===== config.mk =====
export PLATFORM = sky130hd
export DESIGN_NAME = fw_interface_wb_master
export DESIGN_NICKNAME = d
export VERILOG_FILES = /design/src/rtl/fw_interface_pkg.sv /design/src/rtl/fw_interface_wb_master_wdog.sv /design/src/rtl/fw_interface_wb_master.sv
export SDC_FILE = /design/constraint.sdc
export NUM_CORES = 1
export LEC_CHECK = 0
export ABC_AREA = 1
export ABC_CLOCK_PERIOD_IN_PS = 3500
export CORE_ASPECT_RATIO = 0.6
export CORE_MARGIN = 10
export CORE_UTILIZATION = 46
export DETAILED_ROUTE_END_ITERATION = 12
export HOLD_SLACK_MARGIN = 0.02
export MAX_ROUTING_LAYER = met4
export PLACE_DENSITY_LB_ADDON = 0.05
export SLEW_MARGIN = 30
export SYNTH_ARGS = -nofsm -noshare
export SYNTH_HDL_FRONTEND = slang
export SYNTH_SLANG_ARGS = --single-unit

===== constraint.sdc =====
create_clock -name wb_clk_i -period 3.5 [get_ports wb_clk_i]
set_input_delay 0.7 -clock wb_clk_i [delete_from_list [all_inputs] [get_ports wb_clk_i]]
set_output_delay 0.7 -clock wb_clk_i [all_outputs]
set_load 0.01 [all_outputs]

===== src/rtl/fw_interface_pkg.sv =====
// Shared types and constants for the command-driven Wishbone B4 initiator:
// response codes, cycle-type encodings, FSM states and burst length helper.
package fw_interface_pkg;

  localparam int BEAT_W = 5;

  typedef enum logic [1:0] {
    RSP_OK      = 2'd0,
    RSP_ERR     = 2'd1,
    RSP_RTY     = 2'd2,
    RSP_TIMEOUT = 2'd3
  } rsp_status_t;

  localparam logic [2:0] CTI_CLASSIC = 3'b000;
  localparam logic [2:0] CTI_INCR    = 3'b010;
  localparam logic [2:0] CTI_EOB     = 3'b111;
  localparam logic [1:0] BTE_LINEAR  = 2'b00;

  typedef enum logic [2:0] {
    S_IDLE,
    S_WDATA,
    S_BUS,
    S_RETRY,
    S_RESP
  } state_t;

  // A zero length means one beat; anything above the burst limit is clamped.
  function automatic logic [BEAT_W-1:0] burst_len(input logic [BEAT_W-1:0] len,
                                                  input int max_burst);
    if (len == '0) return BEAT_W'(1);
    if (int'(len) > max_burst) return BEAT_W'(max_burst);
    return len;
  endfunction

endpackage


===== src/rtl/fw_interface_wb_master_wdog.sv =====
// Bus watchdog for fw_interface_wb_master: flags the cycle in which the
// bus has gone TIMEOUT_CYCLES cycles without a termination.
module fw_interface_wb_master_wdog #(
  parameter int TIMEOUT_CYCLES = 256
) (
  input  logic clk,
  input  logic rst,
  input  logic count_en,
  input  logic clear,
  output logic expired
);

  localparam int CW = $clog2(TIMEOUT_CYCLES + 1);

  logic [CW-1:0] cnt;

  always_ff @(posedge clk) begin
    if (rst || clear) cnt <= '0;
    else if (count_en) cnt <= cnt + 1'b1;
  end

  assign expired = count_en && (cnt == CW'(TIMEOUT_CYCLES - 1));

endmodule


===== src/rtl/fw_interface_wb_master.sv =====
// Command-driven Wishbone B4 initiator: single/incrementing-burst reads and
// writes with one status response per command. Optional bus watchdog under
// FW_INTERFACE_WB_MASTER_TIMEOUT_EN.
module fw_interface_wb_master
  import fw_interface_pkg::*;
#(
  parameter int MAX_BURST      = 16,
  parameter int RETRY_LIMIT    = 4,
  parameter int TIMEOUT_CYCLES = 256
) (
  input  logic        wb_clk_i,
  input  logic        wb_rst_i,
  input  logic        cmd_valid,
  output logic        cmd_ready,
  input  logic        cmd_we,
  input  logic [31:0] cmd_adr,
  input  logic [3:0]  cmd_sel,
  input  logic [4:0]  cmd_len,
  input  logic        wr_valid,
  output logic        wr_ready,
  input  logic [31:0] wr_data,
  output logic        rd_valid,
  output logic [31:0] rd_data,
  output logic        rd_last,
  output logic        rsp_valid,
  output logic [1:0]  rsp_status,
  output logic [4:0]  rsp_beats,
  output logic        busy,
  output logic [31:0] wb_adr_o,
  output logic [31:0] wb_dat_o,
  output logic [3:0]  wb_sel_o,
  output logic        wb_we_o,
  output logic        wb_cyc_o,
  output logic        wb_stb_o,
  output logic [1:0]  wb_bte_o,
  output logic [2:0]  wb_cti_o,
  input  logic [31:0] wb_dat_i,
  input  logic        wb_ack_i,
  input  logic        wb_err_i,
  input  logic        wb_rty_i
);

  localparam int RW = $clog2(RETRY_LIMIT + 1);

  if (MAX_BURST < 1 || MAX_BURST > 16 || (MAX_BURST & (MAX_BURST - 1)) != 0 ||
      RETRY_LIMIT < 1 || TIMEOUT_CYCLES < 1) begin : g_param_check
    $error("fw_interface_wb_master: illegal parameter value");
  end

  state_t             state, state_nxt;
  rsp_status_t        status_q, status_nxt;
  logic               we_q;
  logic [3:0]         sel_q;
  logic [31:0]        adr_q;
  logic [BEAT_W-1:0]  len_q, beat_q;
  logic [RW-1:0]      rty_q;
  logic               last_beat, timeout;

  assign last_beat = (beat_q + 1'b1) == len_q;

  // cyc stays asserted across write-data stalls once the burst is underway.
  assign wb_cyc_o  = (state == S_BUS) || (state == S_WDATA && beat_q != '0);
  assign wb_stb_o  = (state == S_BUS);
  assign wb_adr_o  = adr_q + {{(30-BEAT_W){1'b0}}, beat_q, 2'b00};
  assign wb_we_o   = we_q;
  assign wb_sel_o  = sel_q;
  assign wb_bte_o  = BTE_LINEAR;
  assign wb_cti_o  = !wb_cyc_o       ? CTI_CLASSIC :
                     (len_q == 5'd1) ? CTI_CLASSIC :
                     last_beat       ? CTI_EOB     : CTI_INCR;
  assign cmd_ready = (state == S_IDLE);
  assign wr_ready  = (state == S_WDATA);
  assign busy      = (state != S_IDLE);
  assign rsp_valid = (state == S_RESP);
  assign rsp_status = status_q;
  assign rsp_beats  = beat_q;

`ifdef FW_INTERFACE_WB_MASTER_TIMEOUT_EN
  logic term;
  assign term = wb_ack_i | wb_err_i | wb_rty_i;

  // Clearing whenever cyc is low also covers entry into the write-data state.
  fw_interface_wb_master_wdog #(
    .TIMEOUT_CYCLES(TIMEOUT_CYCLES)
  ) u_wdog (
    .clk      (wb_clk_i),
    .rst      (wb_rst_i),
    .count_en (wb_cyc_o & ~term),
    .clear    (~wb_cyc_o | term),
    .expired  (timeout)
  );
`else
  assign timeout = 1'b0;
`endif

  always_comb begin
    // NOTE: every comb output gets a default first so no latch is inferred.
    state_nxt  = state;
    status_nxt = status_q;
    unique case (state)
      S_IDLE: if (cmd_valid) begin
        state_nxt  = cmd_we ? S_WDATA : S_BUS;
        status_nxt = RSP_OK;
      end
      S_WDATA: begin
        if (wr_valid) state_nxt = S_BUS;
        else if (timeout) begin
          state_nxt  = S_RESP;
          status_nxt = RSP_TIMEOUT;
        end
      end
      S_BUS: begin
        if (wb_err_i) begin
          state_nxt  = S_RESP;
          status_nxt = RSP_ERR;
        end else if (wb_rty_i) begin
          if (rty_q == RW'(RETRY_LIMIT - 1)) begin
            state_nxt  = S_RESP;
            status_nxt = RSP_RTY;
          end else begin
            state_nxt = S_RETRY;
          end
        end else if (wb_ack_i) begin
          if (last_beat) state_nxt = S_RESP;
          else if (we_q) state_nxt = S_WDATA;
        end else if (timeout) begin
          state_nxt  = S_RESP;
          status_nxt = RSP_TIMEOUT;
        end
      end
      S_RETRY: state_nxt = S_BUS;
      S_RESP:  state_nxt = S_IDLE;
      default: state_nxt = S_IDLE;
    endcase
  end

  // NOTE: sequential state uses non-blocking assignments only.
  always_ff @(posedge wb_clk_i) begin
    if (wb_rst_i) begin
      state    <= S_IDLE;
      status_q <= RSP_OK;
      we_q     <= 1'b0;
      sel_q    <= '0;
      adr_q    <= '0;
      len_q    <= '0;
      beat_q   <= '0;
      rty_q    <= '0;
      wb_dat_o <= '0;
      rd_valid <= 1'b0;
      rd_data  <= '0;
      rd_last  <= 1'b0;
    end else begin
      state    <= state_nxt;
      status_q <= status_nxt;
      rd_valid <= 1'b0;
      rd_last  <= 1'b0;
      unique case (state)
        S_IDLE: if (cmd_valid) begin
          we_q   <= cmd_we;
          sel_q  <= cmd_sel;
          adr_q  <= cmd_adr;
          len_q  <= burst_len(cmd_len, MAX_BURST);
          beat_q <= '0;
          rty_q  <= '0;
        end
        S_WDATA: if (wr_valid) wb_dat_o <= wr_data;
        S_BUS: begin
          if (!wb_err_i && wb_rty_i) begin
            rty_q <= rty_q + 1'b1;
          end else if (!wb_err_i && wb_ack_i) begin
            beat_q <= beat_q + 1'b1;
            rty_q  <= '0;
            if (!we_q) begin
              rd_valid <= 1'b1;
              rd_data  <= wb_dat_i;
              rd_last  <= last_beat;
            end
          end
        end
        default: ;
      endcase
    end
  end

endmodule


==> results of run 1 <==
==> layer usage <==
layer | global-route usage (%) | up-vias | routed length [microns]
met2 | 33.5 | 206 | 8600
met1 | 27.6 | 2699 | 8310
li1 | - | 2897 | -
met5 | - | - | 0
met3 | 10.1 | 25 | 1900
met4 | 5.56 | 0 | 244
==> path summary, 6_finish.rpt <==
kind                       startpoint                        to  slack [ns]
max reg2reg     state[2]$_SDFFE_PP0P_  rd_data[31]$_SDFFE_PP0P_        1.35
min reg2reg  wb_dat_o[1]$_SDFFE_PP0P_  wb_dat_o[1]$_SDFFE_PP0P_        0.46
min          wb_dat_o[1]$_SDFFE_PP0P_  wb_dat_o[1]$_SDFFE_PP0P_        0.46
max             adr_q[2]$_SDFFE_PP0P_              wb_adr_o[26]        0.13
==> flip-flops by register name, indices dropped and copies added (netlist names) <==
| signal | count |
|---|---|
| adr_q | 32 |
| rd_data | 32 |
| wb_dat_o | 32 |
| len_q | 5 |
| rsp_beats | 5 |
| wb_sel_o | 4 |
| rty_q | 3 |
| state | 3 |
| rsp_status | 2 |
| rd_last | 1 |
| rd_valid | 1 |
| wb_we_o | 1 |
==> where the power goes <==
| group | leakage [nW] | internal, W | switching, W |
|---|---|---|---|
| clock network | 0.273 | 0.00105 | 0.000677 |
| logic | 2.22 | 0.000484 | 0.000525 |
| registers | 0.987 | 0.00150 | 0.0000935 |
| total | 3.48 | 0.00303 | 0.00129 |
==> tightest hold or removal path: cells and delay by family (launching register included) <==
| family | cells | cell delay, ns |
|---|---|---|
| AOI/OAI and AO/OA | 1 | 0.05 |
| DFF | 1 | 0.31 |
| and+or+nand+nor | 1 | 0.06 |
==> Yosys cell counts (all sizes together) <==
library cell and number:
ha 9, nand2 111, dfxtp 121, o21ai 78, conb 1, a31oi 1
a211oi 3, and3 1, a22oi 1, clkbuf 23, nor4 2, nor2 136
a21oi 72, o211ai 1, o311ai 1, nand3 49, xor2 27, nor3 20
fa 1, nor3b 1, buf 19, a21o 1, clkinv 1, inv 65
nand4 8
==> cell families after synthesis <==
| logic type | after synthesis | synth area share, % |
|---|---|---|
| AND/OR/NAND/NOR | 328 | 26.2 |
| XOR/XNOR | 27 | 4.24 |
| AO/OA/AOI/OAI | 158 | 14.7 |
| flip-flops | 121 | 43.4 |
| adder cells (fa/ha/maj) | 10 | 2.38 |
| buffers and inverters | 108 | 8.97 |
| other | 1 | 0.0672 |
==> layout by cell type (no fill, tap or decap), drive strengths merged, types with 16 or more instances in the layout <==
cell / instances
clkdlybuf4s50: 222
nor2: 136
dfxtp: 121
nand2: 111
o21ai: 78
a21oi: 72
inv: 66
nand3: 49
xor2: 27
nor3: 20
clkbuf: 18
buf: 16
==> through the flow <==
stage | instance area, sq um | setup TNS [ns]
floorplan | 5580 | 0
global placement | 7930 | 0
detailed placement | 7940 | 0
CTS | 8550 | 0
global route | 8630 | -0.0740
finish | 8630 | 0
==> area by class of cell <==
type	count	area, sq um	share of cell area (%)
clock inverters	14	149	1.72
clock buffers	18	429	4.97
multi-input cells	525	2750	31.8
flip-flops and latches	121	2420	28.1
inverters	66	251	2.91
well taps	165	206	2.39
repair buffers	246	2430	28.1
==> what timing repair did <==
action                     in CTS  in global routing
gates resized for setup        11                 15
setup endpoints to repair      10                 12
pin swaps                       1                  2
buffers inserted                0                  4
==> flow_summary.toml, run 1 <==
[drt]
drc_errors = 0
vias = 5827
firstDrtPassIters = 5
drt_iter0_markers = 433
wl_per_cell_microns = 16.5
drt_wl_total_microns = 19100
postRouteAntennaNets = 0
viasPerCell = 5.05

[place]
place.port_buffers = 231
pre_cts_slack_ns = 0.290
hpwl_microns = 14200
dp.cells = 1119
place_congestion = 0.945

[timing]
maxSlewViolCount = 0
finClkSkew_ns = 0.00747
max_slew_margin_pct = 53.4
worst_slack_ns = 0.132
setup_viol = 0
fin_crit_sh_pct = 96.2
tightest_slew_ns = 0.693
grt_setup_unrepaired = "true"
fmax_mhz = 297
hold_viol_final = 0
holdWs_ns = 0.462
period_needed_ns = 3.37

[synth]
synth-seq-cells = 121
synth.distinct_cells = 40
yosysTopAreaCell = "dfxtp_1"
synth.top_cell.area_share_pct = 43.4
avgSynthCellArea_sq_um = 7.41
ys_seq_area_share_pct = 43.4
synth_area_leaders = "dfxtp_1 43%, nor2_1 8.3%, nand2_1 7.4%"
yosysWarnings = 0
postSynthCellCount = 753
synthesis.area_sq_um = 5580

[flow_run]
cap_violations = 0

[power_and_ir_drop]
total_power_w = 0.00432
p_leak_nw = 3.48
cellPowerDensity_nw_per_um2 = 501
ir_drop_v = 0.000363

[layout]
drive_gt1_share_pct = 8.89
diodes = 0
fill_cells = 947
nNetsFinal = 1100
instances_no_fill = 1155
synthToLayoutAreaGrowth_pct = 54.8
fin_util_pct = 72.3

[worst_hold_path]
hold_depth = 2
hold_class = "reg -> reg"

[global_routing]
first_global_vias = 5824
grtUsageTotal_pct = 22.6
grt_antenna_before_repair = 0
grt_overflow = 0
grt_start_max_net_pins = 51
grt_pass1_wl_microns = 30400

[floorplan]
core-area_sq_um = 11900
io_pins = 234
fp.dieArea_sq_um = 17100
die_height_microns = 105
start_util_pct = 46.7
dieWidth_microns = 162
num_rows = 31

[clock_tree]
postCtsHoldBufs = 0
cts_buffer_depth = 2
cts_root_buf = "clkbuf_16"
clk_pin_slew_ns = 0.06
cts_buffers = 17
cts_sinks = 121
cts_max_level = 4
clk-insertion-delay-late_ns = 0.40
cts_tree = "done"

[critical_path]
path_cells = "ha_2 > fa_2 > nand3_1 > nand3_2 > a21oi_2 > nor2_2 > nand2_1 > nor2_2 > nand2_1 > nor2_4 > nand2_1 > xor2_1 > dlygate4sd2_1"
worstSetupStartpointType = "register"
slowest_stage = "dfxtp_1"
cpPeakStageDelay_ns = 0.34
cp-end-kind = "output pin"
cp_top_family = "simple AND/OR/NAND/NOR gates"
arrival_ns = 2.67
required_ns = 2.80
rr_worst_depth = 10
critical_path.most_common_cell = "nand2_1"
cp.depth = 13
cp_max_fo = 4
path_class = "reg -> out"
cp_num_buf_inv = 1

[run_status]
outcome = "completed"
Note: power is estimated with default switching activity, not from simulation.
==> run 2, diff against run 1 <==
- CORE_ASPECT_RATIO: 0.6 -> 0.8
==> run 2 against run 1 <==
Against the previous run:
- fmax decreased by 1.1%
- clock power increased by 16%
- die area decreased by 0.68%
- cell count decreased by 1.9%
- design area increased by 0.75%
- sequential share of layout area decreased by 0.18 points
- critical path type unchanged
- routed wire length increased by 0.72%
- combinational power about the same
- worst setup slack got worse by 0.037 ns
==> flow_summary.toml, run 2 (synthesis results as in run 1) <==
[power_and_ir_drop]
p_clk_share_pct = 43.4
p_sw_w = 0.00125
p_leak_nw = 3.55
cellPowerDensity_nw_per_um2 = 529
p_int_w = 0.00335
ir_drop_v = 0.000354
power_switching_share_pct = 27.2
combPwrFrac_pct = 21.9
seqPwrFrac_pct = 34.7
total_power_w = 0.00460

[timing]
period_needed_ns = 3.40
hold_viol_final = 0
finClkSkew_ns = 0.00451
fmax_mhz = 294
worst_slack_ns = 0.0953
setup_viol = 0
maxSlewViolCount = 0
tightest_slew_ns = 0.646
fin_crit_sh_pct = 97.3
max_slew_margin_pct = 56.5

[layout]
nNetsFinal = 1096
final_cell_mix = "219 x clkdlybuf4s50_1, 121 x nor2_1, 118 x dfxtp_1"
reg_top3 = "adr_q (32), rd_data (32), wb_dat_o (32)"
fill_cells = 891
drive_gt1_share_pct = 8.63
final_common_cell = "clkdlybuf4s50_1"
diodes = 0
multi_input_area_sq_um = 2760
synthToLayoutAreaGrowth_pct = 56.0
seqCellArea_sq_um = 2430

[floorplan]
core-area_sq_um = 11700
start_util_pct = 47.7
fp.dieArea_sq_um = 17000
num_rows = 35
io_pins = 234
dieWidth_microns = 143
die_height_microns = 118

[drt]
firstDrtPassIters = 5
drt_wl_total_microns = 19200
wl_per_cell_microns = 16.9
viasPerCell = 5.10
vias = 5777
postRouteAntennaNets = 0
drc_errors = 0
drt_iter0_markers = 344

[clock_tree]
cts_buffers = 17
clk_pin_slew_ns = 0.06
cts_max_level = 4
postCtsHoldBufs = 0
cts_root_buf = "clkbuf_16"
cts_buffer_depth = 2
cts_tree = "done"
clk-insertion-delay-late_ns = 0.41
cts_sinks = 121

[global_routing]
grt_pass1_wl_microns = 29900
grt_start_max_net_pins = 72
grt_antenna_before_repair = 0
grt_overflow = 0
grtUsageTotal_pct = 22.2
first_global_vias = 5853

[critical_path]
cp-end-kind = "output pin"
cp_top_family = "adder cells"
slowest_stage = "clkdlybuf4s50_1"
cp_num_buf_inv = 1
required_ns = 2.80
cpPeakStageDelay_ns = 0.59
path_cells = "ha_2 > fa_2 > nand3_1 > nand3_2 > a21oi_2 > nor2_4 > nand2_1 > nor2_2 > xor2_1 > clkdlybuf4s50_1"
path_class = "reg -> out"
worstSetupStartpointType = "register"
arrival_ns = 2.70
cp_max_fo = 4

[flow_run]
cap_violations = 0

[place]
hpwl_microns = 14000
pre_cts_slack_ns = 0.212
place_congestion = 0.917
place.port_buffers = 231

[run_status]
outcome = "completed"

[worst_hold_path]
hold_class = "reg -> reg"
## run 2: power groups by stage
stage	registers (W)	clock network [W]	logic, W
2_1_floorplan	0.00162	0	0.000485
3_3_place_gp	0.00161	0	0.000975
3_5_place_dp	0.00162	0	0.000992
4_1_cts	0.00159	0.00202	0.00101
5_1_grt	0.00161	0.00209	0.00110
6_report	0.00160	0.00200	0.00101
## run 2: worst min-delay path: stages, from the launching register on
cell and delay (ns):
dfxtp_1 0.31, nand2_1 0.06, a21oi_1 0.05
## run 2: area by class of cell
cell class / count / area share [%]
Inverter: 66 / 2.88
Timing Repair Buffer: 242 / 27.7
Multi-Input combinational cell: 525 / 31.7
Clock buffer: 20 / 5.25
Clock inverter: 11 / 2.50
Sequential cell: 121 / 27.9
Tap cell: 148 / 2.13
## run 2: metrics by stage
step	cell area, sq um	setup TNS [ns]	hold slack (ns)	utilization (%)	cells
finish	8700	0	0.460	74.4	1133
global route	8700	-0.0137	0.482	74.4	1133
CTS	8650	0	0.461	74.0	1131
detailed placement	7900	0	0.452	67.6	1099
global placement	7900	0	0.447	67.6	1099
floorplan	5580	0	0.435	-	754
## run 2: path summary, 6_finish.rpt
path / start / end / slack, ns / depth (start not counted)
hold reg to reg: wb_dat_o[27]$_SDFFE_PP0P_ / wb_dat_o[27]$_SDFFE_PP0P_ / 0.46 / 2
setup reg to reg: state[2]$_SDFFE_PP0P_ / adr_q[27]$_SDFFE_PP0P_ / 1.32 / 9
hold / removal: wb_dat_o[27]$_SDFFE_PP0P_ / wb_dat_o[27]$_SDFFE_PP0P_ / 0.46 / 2
setup / recovery: rsp_beats[0]$_SDFFE_PP0P_ / wb_adr_o[10] / 0.1 / 10
## run 2: repair_timing
action | CTS | global route
setup buffers | 1 | 2
pin swaps | 1 | 3
gates resized for setup | 15 | 20
cloned | 0 | 0
endpoints found under the hold margin | 0 | 0
endpoints found under the setup margin | 13 | 15
## run 2: routing by layer
metal	track usage [%]	share of wire [%]
met5	-	0
met4	5.15	0.94
met3	8.80	10
met2	36.9	49
met1	24.5	40
